**src/rtl/key_pkg.sv**
```systemverilog
// key_pkg: shared definitions for the keypad path (decoder, entry buffer,
// display controller).
//   KEY_*     command key codes; 0x0-0x9 are digits, 0xD-0xF are ignored
//   state_t   entry-buffer occupancy state
//   act_t     per-cycle action decoded by the entry buffer
package key_pkg;

  localparam logic [3:0] KEY_BKSP  = 4'hA;
  localparam logic [3:0] KEY_CLR   = 4'hB;
  localparam logic [3:0] KEY_ENTER = 4'hC;

  typedef enum logic [1:0] {
    ST_EMPTY = 2'd0,
    ST_EDIT  = 2'd1,
    ST_FULL  = 2'd2
  } state_t;

  typedef enum logic [2:0] {
    ACT_NONE,
    ACT_SHIFT,
    ACT_BKSP,
    ACT_CLR,
    ACT_ENTER,
    ACT_REJECT
  } act_t;

  function automatic logic is_digit(input logic [3:0] k);
    return k <= 4'h9;
  endfunction

endpackage

```
**src/rtl/idle_timer.sv**
```systemverilog
// idle_timer: counts idle clocks while the entry buffer holds digits.
//   CLK     system clock
//   nRST    async active-low reset
//   run     count enable (buffer not empty); counter held at 0 otherwise
//   kick    accepted key event this cycle; reloads the counter to 0
//   expire  timeout reached this cycle with no kick
// TIMEOUT_CYC == 0 disables the timeout entirely.
module idle_timer #(
  parameter int TIMEOUT_CYC = 50000000
) (
  input  logic CLK,
  input  logic nRST,
  input  logic run,
  input  logic kick,
  output logic expire
);

  generate
    if (TIMEOUT_CYC == 0) begin : g_off
      logic w_unused;
      assign w_unused = &{1'b0, CLK, nRST, run, kick};
      assign expire   = 1'b0;
    end else begin : g_on
      localparam int TW = $clog2(TIMEOUT_CYC + 1);
      localparam logic [TW-1:0] LAST = TW'(TIMEOUT_CYC - 1);

      logic [TW-1:0] r_timer;
      logic          w_hit;

      assign w_hit  = run & (r_timer == LAST);
      // a key on the timeout cycle wins over the clear
      assign expire = w_hit & ~kick;

      // counter is cleared on expiry, so it never wraps
      always_ff @(posedge CLK or negedge nRST) begin
        if (!nRST)                    r_timer <= '0;
        else if (!run || kick || w_hit) r_timer <= '0;
        else                          r_timer <= r_timer + 1'b1;
      end
    end
  endgenerate

endmodule

```
**src/rtl/key_entry_buffer.sv**
```systemverilog
// key_entry_buffer: turns decoded keypad events into an editable digit entry.
//   CLK, nRST     clock, async active-low reset
//   KEY_Value     key code, sampled on the rising edge of Value_en
//   Value_en      key-valid level from the decoder (may be held)
//   DIGITS        live edit buffer, digit 0 = [3:0] = most recent key
//   DIGIT_MASK    1 = position occupied
//   VALUE         last committed entry (BCD)
//   VALUE_VALID   one-cycle pulse when VALUE updates
//   FULL          all positions occupied
//   ERR           one-cycle pulse on a rejected key
module key_entry_buffer
  import key_pkg::*;
#(
  parameter int N_DIGITS    = 8,
  parameter int TIMEOUT_CYC = 50000000
) (
  input  logic                  CLK,
  input  logic                  nRST,
  input  logic [3:0]            KEY_Value,
  input  logic                  Value_en,
  output logic [4*N_DIGITS-1:0] DIGITS,
  output logic [N_DIGITS-1:0]   DIGIT_MASK,
  output logic [4*N_DIGITS-1:0] VALUE,
  output logic                  VALUE_VALID,
  output logic                  FULL,
  output logic                  ERR
);

  localparam int CW = $clog2(N_DIGITS + 1);
  localparam logic [CW-1:0] CNT_FULL = CW'(N_DIGITS);

  logic                  r_en_d;
  logic                  w_evt, w_acc, w_run, w_expire;
  state_t                r_state, w_state_nxt;
  act_t                  w_act;
  logic [CW-1:0]         r_count;
  logic [4*N_DIGITS-1:0] r_digits, r_value, w_committed, w_key_ext;
  logic [N_DIGITS-1:0]   r_mask;
  logic                  r_vv, r_err;

  // en_d resets high so a key held through reset produces no event
  always_ff @(posedge CLK or negedge nRST) begin
    if (!nRST) r_en_d <= 1'b1;
    else       r_en_d <= Value_en;
  end

  assign w_evt = Value_en & ~r_en_d;
  // 0xD-0xF are dropped entirely: no ERR and no timer reload
  assign w_acc = w_evt & (KEY_Value <= KEY_ENTER);
  assign w_run = (r_state != ST_EMPTY);

  idle_timer #(.TIMEOUT_CYC(TIMEOUT_CYC)) u_idle_timer (
    .CLK    (CLK),
    .nRST   (nRST),
    .run    (w_run),
    .kick   (w_acc),
    .expire (w_expire)
  );

  // state register
  always_ff @(posedge CLK or negedge nRST) begin
    if (!nRST) r_state <= ST_EMPTY;
    else       r_state <= w_state_nxt;
  end

  // action decode (FSM outputs into the datapath)
  always_comb begin
    w_act = ACT_NONE;
    if (w_acc) begin
      if (is_digit(KEY_Value)) begin
        w_act = (r_state == ST_FULL) ? ACT_REJECT : ACT_SHIFT;
      end else begin
        case (KEY_Value)
          KEY_BKSP: w_act = (r_state == ST_EMPTY) ? ACT_NONE : ACT_BKSP;
          KEY_CLR:  w_act = ACT_CLR;
          default:  w_act = (r_state == ST_EMPTY) ? ACT_REJECT : ACT_ENTER;
        endcase
      end
    end else if (w_expire) begin
      w_act = ACT_CLR;
    end
  end

  // next state; for N_DIGITS==1 a shift goes straight to FULL and a
  // backspace straight to EMPTY, so EDIT is never entered
  always_comb begin
    w_state_nxt = r_state;
    case (w_act)
      ACT_SHIFT: w_state_nxt = (r_count == CNT_FULL - 1'b1) ? ST_FULL : ST_EDIT;
      ACT_BKSP:  w_state_nxt = (r_count == CW'(1)) ? ST_EMPTY : ST_EDIT;
      ACT_CLR,
      ACT_ENTER: w_state_nxt = ST_EMPTY;
      default:   w_state_nxt = r_state;
    endcase
  end

  // commit only occupied positions
  always_comb begin
    w_committed = '0;
    for (int i = 0; i < N_DIGITS; i++)
      w_committed[4*i +: 4] = r_mask[i] ? r_digits[4*i +: 4] : 4'h0;
  end

  assign w_key_ext = (4*N_DIGITS)'(KEY_Value);

  // shifts rather than slices keep N_DIGITS==1 legal
  always_ff @(posedge CLK or negedge nRST) begin
    if (!nRST) begin
      r_digits <= '0;
      r_mask   <= '0;
      r_count  <= '0;
      r_value  <= '0;
      r_vv     <= 1'b0;
      r_err    <= 1'b0;
    end else begin
      r_vv  <= 1'b0;
      r_err <= 1'b0;
      case (w_act)
        ACT_SHIFT: begin
          r_digits <= (r_digits << 4) | w_key_ext;
          r_mask   <= (r_mask << 1) | N_DIGITS'(1'b1);
          r_count  <= r_count + 1'b1;
        end
        ACT_BKSP: begin
          r_digits <= r_digits >> 4;
          r_mask   <= r_mask >> 1;
          r_count  <= r_count - 1'b1;
        end
        ACT_CLR: begin
          r_digits <= '0;
          r_mask   <= '0;
          r_count  <= '0;
        end
        ACT_ENTER: begin
          r_value  <= w_committed;
          r_vv     <= 1'b1;
          r_digits <= '0;
          r_mask   <= '0;
          r_count  <= '0;
        end
        ACT_REJECT: r_err <= 1'b1;
        default: ;
      endcase
    end
  end

  assign DIGITS      = r_digits;
  assign DIGIT_MASK  = r_mask;
  assign VALUE       = r_value;
  assign VALUE_VALID = r_vv;
  assign FULL        = (r_state == ST_FULL);
  assign ERR         = r_err;

endmodule
```
**config.mk**
```make
export PLATFORM = sky130hd
export DESIGN_NAME = key_entry_buffer
export DESIGN_NICKNAME = d
export VERILOG_FILES = /design/src/rtl/key_pkg.sv /design/src/rtl/idle_timer.sv /design/src/rtl/key_entry_buffer.sv
export SDC_FILE = /design/constraint.sdc
export NUM_CORES = 1
export LEC_CHECK = 0
export BUFFER_PORTS_ARGS = -buffer_cell sky130_fd_sc_hd__buf_4
export CELL_PAD_IN_SITES_DETAIL_PLACEMENT = 0
export CELL_PAD_IN_SITES_GLOBAL_PLACEMENT = 1
export CORE_MARGIN = 2
export CORE_UTILIZATION = 47
export CTS_BUF_LIST = sky130_fd_sc_hd__clkbuf_16
export DETAILED_ROUTE_END_ITERATION = 7
export MAX_ROUTING_LAYER = met4
export PLACE_DENSITY_LB_ADDON = 0.1
export SLEW_MARGIN = 20
export SYNTH_ARGS = -nofsm -noshare
export SYNTH_HDL_FRONTEND = slang
export SYNTH_SLANG_ARGS = --single-unit
```
**constraint.sdc**
```tcl
create_clock -name CLK -period 3.9 [get_ports CLK]
set_input_delay 0.195 -clock CLK [delete_from_list [all_inputs] [get_ports CLK]]
set_output_delay 0.195 -clock CLK [all_outputs]
set_load 0.01 [all_outputs]
```
==> implementation parameters <==
Parameter                              Value

Status
  Run status ... completed

Place
  Final GP Congestion ... 0.7744
  Count of input and output buffers ... 81
  Post-Place Worst Slack ... 1.289 ns
  Final HPWL DP ... 7.904 mm

Setup path
  Count of cells along the worst register-to-register path ... 5
  Endpoint of the most critical register-to-register path ... u_idle_timer.g_on.r_timer[10]
  Startpoint of the most critical register-to-register path ... u_idle_timer.g_on.r_timer[11]
  Data required time of the critical path ... 4.15 ns
  Reg2reg setup slack ... 1.43 ns
  Critical path endpoint ... DIGIT_MASK[5]
  Setup CP Type ... in -> reg
  Critical Path Source Type ... input port
  Worst path arrival time ... 2.73 ns
  Largest driver fanout on the critical path ... 22
  Slowest stage cell on the critical path ... sky130_fd_sc_hd__nor3_4
  Critical path startpoint ... Value_en
  Cells along the critical path ... dlygate4sd3_1, buf_4, nand2b_1, or3_1, nor3_4, buf_4, nand2_1, a2bb2oi_1
  Kind of capture point of the worst setup path ... flip-flop
  Worst stage delay on the critical path ... 0.67 ns
  Most common cell type on the critical path ... sky130_fd_sc_hd__buf_4

Power
  Power per cell area ... 602.6 mW/mm^2
  Peak supply drop ... 0.2981 mV
  Standby leakage power ... 2.737 nW

Global route
  Largest net degree at the start of global routing ... 67
  Total congestion overflow after global routing ... 0
  Overall routing resource usage ... 21.58%
  Global-route wire length before repair ... 19.43 mm
  Vias in the first global route ... 3878
  Number of antenna violations at the first check in global routing ... 0

Hold path
  Class of the most critical hold timing path ... in -> reg

STA
  Clock period minus final worst setup slack ... 2.480 ns
  Final hold vios ... 0
  Transition at the pin with the smallest max-transition slack ... 1.018 ns
  RSZ-0062 raised after global routing ... false
  Post-route clock period utilization ... 63.60%
  Fin. max-slew vios ... 0
  Final setup viols ... 0
  Post-route setup TNS ... 0 ns
  Least setup slack across all paths after layout ... 1.420 ns
  Fmax achieved ... 403.2 MHz
  Worst-case clock skew ... 0.01107 ns
  Worst relative slew slack ... 31.93%
  Min Hold Slack ... 0.2540 ns

Clocking
  Clock insertion delay at the later pin of the skew report ... 0.34 ns
  Depth of the CTS H-tree ... 3
  Clk pin slew, worst setup/hold paths ... 0.07 ns
  Clock tree buffer depth ... 2
  Number of CTS-inserted buffers ... 9
  TritonCTS clock tree ... built
  Clock Tree Root ... sky130_fd_sc_hd__clkbuf_16
  Clock sinks ... 107

Yosys
  Number of distinct standard cells referenced by the synthesized netlist ... 49
  EDFF count, synth ... 0
  Syn Nets ... 529
  Number of register bits inferred by synthesis ... 107
  Share of async-settable or async-resettable flops after synthesis ... 100.0%
  Ys flop type ... sky130_fd_sc_hd__dfrtp_1
  Combined area of all synthesized cells ... 0.005060 sq mm
  Post-Synthesis Cells ... 518
  Proportion of synthesized chip area in sequential cells ... 52.94%
  Average cell area after synthesis ... 9.768 sq um
  Yosys warning count ... 0

Die
  Die Height ... 107.8 um
  I/O pins ... 82
  Number of rows in the core area ... 37
  Die Area ... 0.01161 sq mm
  Effective utilization at floorplan ... 48.79%
  Die width ... 107.8 um
  Core area ... 0.01037 sq mm

Final layout
  Most common cell after layout, fill and taps aside ... sky130_fd_sc_hd__nand2_1
  Most frequent cells in the layout ... 122 x sky130_fd_sc_hd__nand2_1, 106 x sky130_fd_sc_hd__dfrtp_1, 87 x sky130_fd_sc_hd__buf_4
  Layout net count ... 598
  Util after Layout ... 58.45%
  Fraction of final layout cells with drive strength greater than 1 ... 20.95%
  Layout overhead on the synthesized area ... 19.78%
  Total inserted antenna cells ... 0

Detailed routing
  Overall via count from detail_route ... 3992
  DRC ... 0
  First DRT Iteration DRCs ... 215
  Remaining number of nets flagged by the antenna check after routing ... 0
  Routed len/inst ... 15.86 um
  Post-Route WL ... 11.54 mm
  Detailed Routing Iterations Pass 1 ... 4
  Vias per cell ... 5.484

Run
  Max-cap viol count ... 0
## routing by layer
metal  track usage (%)  vias up  wire [um]
met5                 -        -          0
met4             6.777        0         80
met3             2.845        7        480
met2             33.20       84       5399
met1             30.02     1972       5583
li1                  -     1929          -
## registers in the layout, indices dropped and copies added, names as in the netlist
register / flops
r_en_d: 1
DIGIT_MASK: 8
u_idle_timer.g_on.r_timer: 26
DIGITS: 32
r_state: 2
VALUE_VALID: 1
VALUE: 32
r_count: 4
ERR: 1
## how the worst min path moves through the flow
stage | from | to | slack, ns | depth (start not counted)
floorplan | nRST | DIGITS[0] | -0.10 | 0
global placement | nRST | VALUE[14] | 0.16 | 1
detailed placement | nRST | VALUE[14] | 0.16 | 1
CTS | KEY_Value[0] | DIGITS[0] | 0.25 | 3
global route | KEY_Value[3] | DIGITS[3] | 0.27 | 3
finish | KEY_Value[3] | DIGITS[3] | 0.25 | 3
## metrics by stage
step	area [sq um]	cells	total power, mW
floorplan	5060	518	2.209
global placement	5720	709	2.750
detailed placement	5720	709	2.785
CTS	6033	727	3.689
global route	6061	728	3.881
finish	6061	728	3.652
## where the power goes
group | total (mW) | internal (mW) | switching (mW)
Clock | 0.900 | 0.497 | 0.403
Sequential | 1.75 | 1.38 | 0.364
Combinational | 1.00 | 0.552 | 0.451
## critical path, delay by kind of cell
kind / cells / cell delay (ns)
AOI/OAI and AO/OA: 1 / 0.18
buffers and inverters: 3 / 1.04
and+or+nand+nor: 4 / 1.31
## repair_timing
item                      in CTS  in global routing
hold endpoints to repair      33                  0
buffers inserted               0                  0
hold buffers                   2                  0
gates resized for setup        0                  0
## synth_stat cells (3+ instances only)
cell type                     n  share of area [%]
sky130_fd_sc_hd__a21boi_0     5               0.74
sky130_fd_sc_hd__ha_1         4               0.99
sky130_fd_sc_hd__a2bb2oi_1   22                3.8
sky130_fd_sc_hd__nand2_1    122                9.1
sky130_fd_sc_hd__o21ai_1      5               0.49
sky130_fd_sc_hd__nand4_1      9                1.1
sky130_fd_sc_hd__and3_1       5               0.62
sky130_fd_sc_hd__nor2_1      35                2.6
sky130_fd_sc_hd__xnor2_1      6                1.0
sky130_fd_sc_hd__nand2b_1     5               0.62
sky130_fd_sc_hd__buf_2        7               0.69
sky130_fd_sc_hd__clkbuf_1    20                1.5
sky130_fd_sc_hd__xor2_1      19                3.3
sky130_fd_sc_hd__nor3_1       5               0.49
sky130_fd_sc_hd__o21ai_0     68                6.7
sky130_fd_sc_hd__dfrtp_1    106                 52
sky130_fd_sc_hd__and4_1       3               0.52
sky130_fd_sc_hd__a21oi_1      5               0.49
sky130_fd_sc_hd__a2bb2oi_2   13                3.9
sky130_fd_sc_hd__nand3_1     12                1.2
sky130_fd_sc_hd__inv_1        6               0.45
## layout make-up
cell class                 instances  area, sq um
tap                              136        170.2
clock inverter                     7        67.56
fill                             978         4309
clock buffer                       9        225.2
multi-input combinational        373         2196
timing repair buffer              90        700.7
sequential                       107         2679
inverter                           6        22.52
## cells by family after synthesis
logic type               count (synthesis)  synth area share [%]
AO/OA/AOI/OAI                          130                 18.20
XOR/XNOR                                25                 4.327
adder cells (fa/ha/maj)                  4                0.9892
buffers and inverters                   38                 3.783
flip-flops                             107                 52.94
multiplexers                             1                0.1978
AND/OR/NAND/NOR                        213                 19.56
No activity file was read; power rests on OpenSTA's default activity.
